File: src/rtl/rv_imm_decode_stage_if.sv
// Handshake and data bundle for rv_imm_decode_stage.
// The master modport is the side that feeds instructions in and consumes the
// decoded entries; the slave modport is the decode stage itself.
interface rv_imm_decode_stage_if #(
    parameter int XLEN = 32,
    parameter int PC_W = XLEN
);
    logic            in_valid;
    logic            in_ready;
    logic [31:0]     in_ir;
    logic [PC_W-1:0] in_pc;
    logic            out_valid;
    logic            out_ready;
    logic [31:0]     out_ir;
    logic [PC_W-1:0] out_pc;
    logic [XLEN-1:0] out_imm;
    logic [2:0]      out_fmt;
    logic            out_illegal;

    modport master (
        output in_valid, in_ir, in_pc, out_ready,
        input  in_ready, out_valid, out_ir, out_pc, out_imm, out_fmt, out_illegal
    );

    modport slave (
        input  in_valid, in_ir, in_pc, out_ready,
        output in_ready, out_valid, out_ir, out_pc, out_imm, out_fmt, out_illegal
    );
endinterface

File: src/rtl/rv_imm_decode_stage.sv
// rv_imm_decode_stage: registered RISC-V immediate decoder between fetch and
// decode. Each accepted instruction is decoded combinationally (immediate,
// format code, illegal flag), then held in a main output register backed by
// a one-entry skid register so that in_ready can come straight from a flop.
//
// Optional feature macro: RV_IMM_ZICSR_UIMM_EN
//   defined   -> CSRRWI/CSRRSI/CSRRCI give zero-extended IR[19:15], fmt 7
//   undefined -> those opcodes decode as ordinary I-type, fmt 1
module rv_imm_decode_stage #(
    parameter int XLEN = 32,
    parameter int PC_W = XLEN
) (
    input  logic                  clk,
    input  logic                  rst_n,
    input  logic                  flush,
    rv_imm_decode_stage_if.slave  bus
);

    localparam logic [2:0] FMT_NONE  = 3'd0;
    localparam logic [2:0] FMT_I     = 3'd1;
    localparam logic [2:0] FMT_S     = 3'd2;
    localparam logic [2:0] FMT_B     = 3'd3;
    localparam logic [2:0] FMT_U     = 3'd4;
    localparam logic [2:0] FMT_J     = 3'd5;
    localparam logic [2:0] FMT_SHAMT = 3'd6;
`ifdef RV_IMM_ZICSR_UIMM_EN
    localparam logic [2:0] FMT_UIMM  = 3'd7;
`endif

    localparam logic [6:0] OP_LOAD   = 7'b0000011;
    localparam logic [6:0] OP_JALR   = 7'b1100111;
    localparam logic [6:0] OP_IMM    = 7'b0010011;
    localparam logic [6:0] OP_STORE  = 7'b0100011;
    localparam logic [6:0] OP_BRANCH = 7'b1100011;
    localparam logic [6:0] OP_LUI    = 7'b0110111;
    localparam logic [6:0] OP_AUIPC  = 7'b0010111;
    localparam logic [6:0] OP_JAL    = 7'b1101111;
    localparam logic [6:0] OP_OP     = 7'b0110011;
    localparam logic [6:0] OP_IMM32  = 7'b0011011;
    localparam logic [6:0] OP_OP32   = 7'b0111011;
    localparam logic [6:0] OP_SYSTEM = 7'b1110011;

    // One pipeline entry: everything that travels to the decode stage.
    typedef struct packed {
        logic [31:0]     ir;
        logic [PC_W-1:0] pc;
        logic [XLEN-1:0] imm;
        logic [2:0]      fmt;
        logic            illegal;
    } entry_t;

    // Immediates are built at 64 bits and truncated, which keeps one set of
    // expressions valid for both XLEN settings.
    logic [6:0]  opcode_s;
    logic [2:0]  funct3_s;
    logic        is_shift_s;
    logic [63:0] imm_i_s;
    logic [63:0] imm_s_s;
    logic [63:0] imm_b_s;
    logic [63:0] imm_u_s;
    logic [63:0] imm_j_s;
    logic [63:0] shamt_xlen_s;
    logic [63:0] shamt_w_s;
    logic [63:0] imm64_s;
    logic [2:0]  fmt_s;
    logic        illegal_s;
    entry_t      dec_s;

    entry_t      main_r;
    entry_t      skid_r;
    logic        out_valid_r;
    logic        skid_valid_r;
    logic        in_ready_r;

    entry_t      main_n_s;
    entry_t      skid_n_s;
    logic        out_valid_n_s;
    logic        skid_valid_n_s;
    logic        accept_s;
    logic        consume_s;

    assign opcode_s     = bus.in_ir[6:0];
    assign funct3_s     = bus.in_ir[14:12];
    assign is_shift_s   = (funct3_s == 3'b001) || (funct3_s == 3'b101);
    assign imm_i_s      = {{52{bus.in_ir[31]}}, bus.in_ir[31:20]};
    assign imm_s_s      = {{52{bus.in_ir[31]}}, bus.in_ir[31:25], bus.in_ir[11:7]};
    assign imm_b_s      = {{52{bus.in_ir[31]}}, bus.in_ir[7], bus.in_ir[30:25],
                           bus.in_ir[11:8], 1'b0};
    assign imm_u_s      = {{32{bus.in_ir[31]}}, bus.in_ir[31:12], 12'h000};
    assign imm_j_s      = {{44{bus.in_ir[31]}}, bus.in_ir[19:12], bus.in_ir[20],
                           bus.in_ir[30:21], 1'b0};
    // RV64 shifts take a 6-bit shamt; RV32 and the *W shifts take 5 bits.
    assign shamt_xlen_s = (XLEN == 64) ? {58'd0, bus.in_ir[25:20]}
                                       : {59'd0, bus.in_ir[24:20]};
    assign shamt_w_s    = {59'd0, bus.in_ir[24:20]};

    // Opcode classification: select the immediate form, format and legality.
    always_comb begin
        imm64_s   = 64'd0;
        fmt_s     = FMT_NONE;
        illegal_s = 1'b0;
        case (opcode_s)
            OP_LOAD, OP_JALR: begin
                imm64_s = imm_i_s;
                fmt_s   = FMT_I;
            end
            OP_IMM: begin
                if (is_shift_s) begin
                    imm64_s = shamt_xlen_s;
                    fmt_s   = FMT_SHAMT;
                end else begin
                    imm64_s = imm_i_s;
                    fmt_s   = FMT_I;
                end
            end
            OP_STORE: begin
                imm64_s = imm_s_s;
                fmt_s   = FMT_S;
            end
            OP_BRANCH: begin
                imm64_s = imm_b_s;
                fmt_s   = FMT_B;
            end
            OP_LUI, OP_AUIPC: begin
                imm64_s = imm_u_s;
                fmt_s   = FMT_U;
            end
            OP_JAL: begin
                imm64_s = imm_j_s;
                fmt_s   = FMT_J;
            end
            OP_OP: begin
                imm64_s = 64'd0;
                fmt_s   = FMT_NONE;
            end
            OP_IMM32: begin
                if (XLEN != 64) begin
                    illegal_s = 1'b1;
                end else if (is_shift_s) begin
                    imm64_s = shamt_w_s;
                    fmt_s   = FMT_SHAMT;
                end else begin
                    imm64_s = imm_i_s;
                    fmt_s   = FMT_I;
                end
            end
            OP_OP32: begin
                if (XLEN != 64) begin
                    illegal_s = 1'b1;
                end else begin
                    fmt_s = FMT_NONE;
                end
            end
            OP_SYSTEM: begin
`ifdef RV_IMM_ZICSR_UIMM_EN
                if (funct3_s[2] && (funct3_s[1:0] != 2'b00)) begin
                    imm64_s = {59'd0, bus.in_ir[19:15]};
                    fmt_s   = FMT_UIMM;
                end else begin
                    imm64_s = imm_i_s;
                    fmt_s   = FMT_I;
                end
`else
                imm64_s = imm_i_s;
                fmt_s   = FMT_I;
`endif
            end
            default: begin
                illegal_s = 1'b1;
            end
        endcase
    end

    assign dec_s = '{ir: bus.in_ir, pc: bus.in_pc, imm: imm64_s[XLEN-1:0],
                     fmt: fmt_s, illegal: illegal_s};

    assign accept_s  = bus.in_valid && in_ready_r;
    assign consume_s = out_valid_r && bus.out_ready;

    // Next state of main/skid: flush wins, then skid drain, then accept, then consume.
    always_comb begin
        main_n_s       = main_r;
        skid_n_s       = skid_r;
        out_valid_n_s  = out_valid_r;
        skid_valid_n_s = skid_valid_r;
        if (flush) begin
            out_valid_n_s  = 1'b0;
            skid_valid_n_s = 1'b0;
        end else if (skid_valid_r) begin
            // in_ready is low here, so no accept can coincide with the drain.
            if (consume_s) begin
                main_n_s       = skid_r;
                out_valid_n_s  = 1'b1;
                skid_valid_n_s = 1'b0;
            end else begin
                main_n_s = main_r;
            end
        end else if (accept_s) begin
            if (!out_valid_r || bus.out_ready) begin
                main_n_s      = dec_s;
                out_valid_n_s = 1'b1;
            end else begin
                skid_n_s       = dec_s;
                skid_valid_n_s = 1'b1;
            end
        end else if (consume_s) begin
            out_valid_n_s = 1'b0;
        end else begin
            out_valid_n_s = out_valid_r;
        end
    end

    // Pipeline registers; in_ready is registered as the inverse of the next skid state.
    always_ff @(posedge clk or negedge rst_n) begin
        if (!rst_n) begin
            main_r       <= '0;
            skid_r       <= '0;
            out_valid_r  <= 1'b0;
            skid_valid_r <= 1'b0;
            in_ready_r   <= 1'b1;
        end else begin
            main_r       <= main_n_s;
            skid_r       <= skid_n_s;
            out_valid_r  <= out_valid_n_s;
            skid_valid_r <= skid_valid_n_s;
            in_ready_r   <= !skid_valid_n_s;
        end
    end

    assign bus.in_ready    = in_ready_r;
    assign bus.out_valid   = out_valid_r;
    assign bus.out_ir      = main_r.ir;
    assign bus.out_pc      = main_r.pc;
    assign bus.out_imm     = main_r.imm;
    assign bus.out_fmt     = main_r.fmt;
    assign bus.out_illegal = main_r.illegal;

endmodule

File: src/flat_wrapper.sv
// flat-port wrapper written by rule: the top's interface ports become plain ports
module rv_imm_decode_stage_flat 
#(
    parameter int XLEN = 32,
    parameter int PC_W = XLEN
)
  (clk, rst_n, flush, bus_in_valid, bus_in_ir, bus_in_pc, bus_out_ready, bus_in_ready, bus_out_valid, bus_out_ir, bus_out_pc, bus_out_imm, bus_out_fmt, bus_out_illegal);
  rv_imm_decode_stage_if #(.XLEN(XLEN), .PC_W(PC_W)) bus_i ();
  input  logic clk;
  input  logic rst_n;
  input  logic flush;
  input wire logic [$bits(bus_i.in_valid)-1:0] bus_in_valid;
  input wire logic [$bits(bus_i.in_ir)-1:0] bus_in_ir;
  input wire logic [$bits(bus_i.in_pc)-1:0] bus_in_pc;
  input wire logic [$bits(bus_i.out_ready)-1:0] bus_out_ready;
  output wire logic [$bits(bus_i.in_ready)-1:0] bus_in_ready;
  output wire logic [$bits(bus_i.out_valid)-1:0] bus_out_valid;
  output wire logic [$bits(bus_i.out_ir)-1:0] bus_out_ir;
  output wire logic [$bits(bus_i.out_pc)-1:0] bus_out_pc;
  output wire logic [$bits(bus_i.out_imm)-1:0] bus_out_imm;
  output wire logic [$bits(bus_i.out_fmt)-1:0] bus_out_fmt;
  output wire logic [$bits(bus_i.out_illegal)-1:0] bus_out_illegal;
  assign bus_i.in_valid = bus_in_valid;
  assign bus_i.in_ir = bus_in_ir;
  assign bus_i.in_pc = bus_in_pc;
  assign bus_i.out_ready = bus_out_ready;
  assign bus_in_ready = bus_i.in_ready;
  assign bus_out_valid = bus_i.out_valid;
  assign bus_out_ir = bus_i.out_ir;
  assign bus_out_pc = bus_i.out_pc;
  assign bus_out_imm = bus_i.out_imm;
  assign bus_out_fmt = bus_i.out_fmt;
  assign bus_out_illegal = bus_i.out_illegal;
  rv_imm_decode_stage #(.XLEN(XLEN), .PC_W(PC_W)) u_core (.clk(clk), .rst_n(rst_n), .flush(flush), .bus(bus_i));
endmodule
File: config.mk
export PLATFORM = sky130hd
export DESIGN_NAME = rv_imm_decode_stage_flat
export DESIGN_NICKNAME = d
export VERILOG_FILES = /design/src/rtl/rv_imm_decode_stage_if.sv /design/src/rtl/rv_imm_decode_stage.sv /design/src/flat_wrapper.sv
export SDC_FILE = /design/constraint.sdc
export NUM_CORES = 1
export LEC_CHECK = 0
export CAP_MARGIN = 20
export CORE_UTILIZATION = 58
export CTS_BUF_LIST = sky130_fd_sc_hd__clkbuf_8
export DETAILED_ROUTE_END_ITERATION = 10
export PLACE_DENSITY = 0.95
export SKIP_CTS_REPAIR_TIMING = 1
export SYNTH_ARGS = -nofsm -noshare
export SYNTH_HDL_FRONTEND = slang
export SYNTH_SLANG_ARGS = --single-unit
File: constraint.sdc
create_clock -name clk -period 4.4 [get_ports clk]
set_input_delay 0.88 -clock clk [delete_from_list [all_inputs] [get_ports clk]]
set_output_delay 0.88 -clock clk [all_outputs]
set_load 0.005 [all_outputs]
# [Word level (Yosys, flattened, before mapping)]
# Cells that the tools add are included.
[classes] eq_ne=15 mux=20 bitwise_logic=3 n_reduce_logical=15
[op_table] operator="100-bit two-way mux" n=4
[op_table] operator="32-bit one-hot mux with 6 select lines" n=1
[op_table] operator="32-bit two-way mux" n=1
[op_table] operator="7-bit equality test, second input constant" n=4
[op_table] operator="7-bit by 6-bit equality test with 1-bit output, second input constant" n=3
[op_table] operator="3-bit one-hot mux with 6 select lines" n=1
[op_table] operator="7-bit by 5-bit equality test with 1-bit output, second input constant" n=2
[op_table] operator="1-bit two-way mux" n=12
[op_table] operator="10-bit OR reduction" n=1
[op_table] operator="4-bit AND reduction" n=2
[op_table] operator="7-bit by 2-bit equality test with 1-bit output, second input constant" n=1
[op_table] operator="4-bit by 3-bit inequality test with 1-bit output, second input constant" n=1
[op_table] operator="2-bit nonzero test" n=2
[op_table] operator="3-bit by 1-bit equality test with 1-bit output, second input constant" n=1
[op_table] operator="3-bit equality test, second input constant" n=1
[op_table] operator="3-bit two-way mux" n=1
[op_table] operator="3-bit inequality test, second input constant" n=1
[op_table] operator="1-bit NOT" n=3
[op_table] operator="3-bit AND reduction" n=1
[op_table] operator="3-bit nonzero test" n=1
[op_table] operator="3-bit OR reduction" n=1
[op_table] operator="1-bit logical AND" n=2
[op_table] operator="1-bit logical NOT" n=2
[op_table] operator="1-bit logical OR" n=2
[op_table] operator="other kinds (2)" n=2
[word_totals] ff_bits=203 in_bits=69 out_inout_bits=102 word_cells=66

# [Depth between registers and ports, before layout]
[logic_depth] depth_word=7 ltp_mapped=9

# [Worst setup path after synthesis]
# No wires, ideal clock.
[synth_timing] kind="input to register" from="input bus_in_ir[6]" to="register u_core.skid_r[16] (netlist bit)" arrival_ns=2.164 required_time_ns=4.322 path_slack_ns=2.158 stages=5 n_path_buf=1 cell_sequence="buf_2 > or4_4 > nor3b_4 > a211oi_2 > a21oi_1"
[synth_between] elab_chain_cells=3 elab_cells_between_ends=12 classes_between="eq/ne (9); mux (1); reduce/logical (2)"
[synth_rtl] element="start: declaration" line="flat_wrapper.sv:13" text="input wire logic [$bits(bus_i.in_ir)-1:0] bus_in_ir;"
[synth_rtl] element="7-bit by 2-bit equality test with 1-bit output, or another cell as far along" line="rv_imm_decode_stage.sv:102" text="case (opcode_s)"
[synth_rtl] element="3-bit OR reduction (no line) / 2-bit OR reduction (equally long branches)"
[synth_rtl] element="32-bit one-hot mux with 6 select lines *" line="rv_imm_decode_stage.sv:102"
[synth_rtl] element="end signal: assignment" line="rv_imm_decode_stage.sv:223" text="skid_r <= skid_n_s;"
[synth_rtl] element="end: declaration" line="rv_imm_decode_stage.sv:70" text="entry_t skid_r;"
# Mark *: on every way between the ends. The rest lies on a longest branch, timed or not.
# A chain may end at the register's enable or synchronous reset.

# [Final worst setup path]
[layout_timing] from="register u_core.skid_valid_r" to="register u_core.main_r, in the netlist u_core.bus.out_imm[26]"
[layout_between] elab_chain_cells=2 elab_cells_between_ends=5 classes_between="eq/ne (1); mux (1); reduce/logical (3)"
[layout_rtl] element="start: declaration" line="rv_imm_decode_stage.sv:72" text="logic skid_valid_r;"
[layout_rtl] element="start signal: assignment" line="rv_imm_decode_stage.sv:225" text="skid_valid_r <= skid_valid_n_s;"
[layout_rtl] element="2-bit inequality test (no line) / 2-bit nonzero test (equally long branches)"
[layout_rtl] element="4-bit AND reduction (no line)"
[layout_rtl] element="end signal: assignment" line="rv_imm_decode_stage.sv:222" text="main_r <= main_n_s;"
[layout_rtl] element="end: declaration" line="rv_imm_decode_stage.sv:69" text="entry_t main_r;"
# Several ways; a longest one is shown, not always the timed one.

==> out/metrics.yaml <==
outcome:
  status: "finished with violations"
  failed_checks: "design-rule violations"
power_and_ir_drop:
  p_per_area_nw_per_um2: 492
  leakage_nw: 5.09
  ir_drop_mv: 0.314
  finalPower_mw: 5.59
synth:
  async_reset_ff_share_pct: 100
  yosys_warnings: 0
  synth_seq_cells: 203
  synth_edf_count: 0
  yosysUniqueCellTypes: 43
  ys.flop_type: "dfrtp_1"
  yosysSeqAreaShare_pct: 57.7
  synth_fp_nets: 1004
  syn_area_um2: 8810
  syn_avg_cell_area_um2: 9.42
  syn_inst: 935
drt:
  drc_errors: 15
  drtIter0Drc: 755
  wl_per_cell_um: 17.7
  vias: 7578
  first_pass_iters: 8
  wl_mm: 23.0
  postRouteAntennaNets: 0
  avgViaCountPerCell: 5.83
placed_design:
  dp_hpwl_mm: 14.0
  gp_congestion: 0.863
  dp.cells: 1236
  port_buffers: 170
setup_path:
  cp-start-kind: "register"
  slowest_delay_ps: 860
  crit_slowest_cell: "a21oi_1"
  cpLargestDelayFamily: "compound AO/OA/AOI/OAI gates"
  r2r_cells: 4
  crit_chain: "inv_1 > nand2_1 > a21oi_1 > a21oi_1"
  worstPathArrival_ps: 3420
  worstSetupPathType: "reg -> reg"
  critPathRequiredTime_ps: 4720
  critPathCaptureType: "register"
  cp_common_cell: "a21oi_1"
  reg2reg_setup_slack_ps: 1300
  crit_fanout: 37
  r2r_start: "u_core.skid_valid_r"
  cp.buffers_inverters: 1
  r2r-end: "u_core.bus.out_imm[26]"
clock_network:
  ctsHtreeMaxLevel: 2
  clock_latency_ps: 500
  cts_buffers: 34
  cts-root-buf: "clkbuf_8"
  path_clk_slew_ps: 60
  clock_sinks: 203
  tritoncts: "done"
  clockBufferDepth: 3
sta:
  clock_skew_ps: 14.8
  setup_tns_ps: 0
  period_minus_slack_ps: 3100
  setup_viol: 0
  max_freq_mhz: 323
  drv_slew: 0
  tightest_slew_ps: 988
  hold_viol: 0
  rsz0062_at_grt: "no"
  min_period_over_period_pct: 70.4
  relSlewSlack_pct: 34.1
layout:
  stdcell_count: 1299
  final_util_pct: 77.3
  antenna_cells: 0
  final_nets: 1158
  drive_above_1_share_pct: 7.09
  synthToLayoutAreaGrowth_pct: 29.0
worst_hold_path:
  holdCritStartpoint: "u_core.skid_r[10]"
  hp-class: "reg -> reg"
  min_to: "u_core.skid_r[10]"
  hold_depth: 2
floorplan:
  ios: 171
  die_h_um: 125
  fp-row-count: 44
  start_util_pct: 60.0
  die_x_um: 125
  die_area_um2: 15700
  coreArea_um2: 14700
global_routing:
  grt_use_total_pct: 30.1
  grt_max_degree: 125
  antenna_found_initial: 0
  grt-ovfl-total: 0
  grt_pass1_vias: 7598
  grt_pass1_wl_mm: 37.8
job:
  drv_cap: 0
cell usage after synthesis, types with 6 or more instances:
cell	n	area [um2]
nand2_1	307	1150
dfrtp_1	202	5050
o21ai_0	107	536
mux2i_1	64	641
a21oi_1	62	310
clkbuf_1	40	150
nor2_1	35	131
or3_1	25	156
buf_2	16	80.1
nand3_1	14	70.1
a31oi_1	10	62.6
nor2b_1	6	37.5
worst max-delay path by stage:
stage | from | end | depth (start not counted)
3_3_place_gp | bus_in_valid | u_core.skid_r[26] | 5
6_report | u_core.skid_valid_r | u_core.bus.out_imm[26] | 4
4_1_cts | u_core.skid_valid_r | u_core.bus.out_imm[26] | 4
2_1_floorplan | bus_in_ir[6] | u_core.skid_r[16] | 5
3_5_place_dp | bus_in_valid | u_core.skid_r[24] | 5
5_1_grt | u_core.skid_valid_r | u_core.bus.out_imm[27] | 4
state kept, by name (all words and copies together), names as in the netlist:
signal and cells:
u_core.bus.out_ir 32, u_core.bus.out_illegal 1, u_core.skid_valid_r 1, u_core.bus.out_fmt 3
u_core.bus.out_valid 1, u_core.skid_r 100, u_core.bus.out_pc 32, u_core.bus.in_ready 1
u_core.bus.out_imm 32
logic make-up after synthesis:
logic type / Yosys count / synth area share, %
xor+xnor: 1 / 0.0994
buf+inv: 64 / 3.21
compound gates: 193 / 12.0
flops: 203 / 57.7
mux: 65 / 7.40
simple gates: 409 / 19.7
per-layer routing:
metal,global-route usage (%),routed length [um],vias up
li1,-,-,3434
met3,6.42,2000,64
met1,38.9,9040,3681
met4,12.1,631,0
met5,0,0,-
met2,49.8,11300,399
placed cells by master (no fill, tap or decap), drive strengths merged, types with 6 or more instances in the layout:
master         Yosys  routed
clkbuf            40      50
o21ai            107     107
inv                3      11
dfrtp            202     202
nand2            307     307
buf               21       9
nand3             14      14
clkdlybuf4s50      0     169
mux2i             64      64
a21oi             62      62
or3               25      25
nor2              36      36
nor2b              6       6
a31oi             10      10
metrics by stage:
stage | worst slack, ps | instance area, um2 | hold WS [ps]
5_1_grt | 1180 | 11400 | 494
4_1_cts | 1360 | 11300 | 473
3_5_place_dp | 978 | 10600 | 457
6_report | 1300 | 11400 | 473
2_1_floorplan | 2160 | 8810 | 439
3_3_place_gp | 1030 | 10600 | 449
power breakdown:
part | leakage, nW | switching (mW) | internal [mW] | total [mW]
sequential | 2.54 | 0.281 | 2.33 | 2.61
combinational | 2.13 | 0.537 | 0.654 | 1.19
clock | 0.421 | 0.742 | 1.05 | 1.79
total | 5.09 | 1.56 | 4.03 | 5.59
final cells by class:
class / count / area [um2]
Timing Repair Buffer: 179 / 1810
Clock inverter: 13 / 82.6
Inverter: 3 / 11.3
Multi-Input combinational cell: 668 / 3480
Sequential cell: 203 / 5080
Clock buffer: 49 / 674
Tap cell: 184 / 230
Fill cell: 919 / 3330
tightest hold or removal path, cell delays in order, from the launching register on:
cell and delay [ps]:
dfrtp_1 350, nand2_1 50, nand2_1 50
Note: power is estimated with default switching activity, not from simulation.
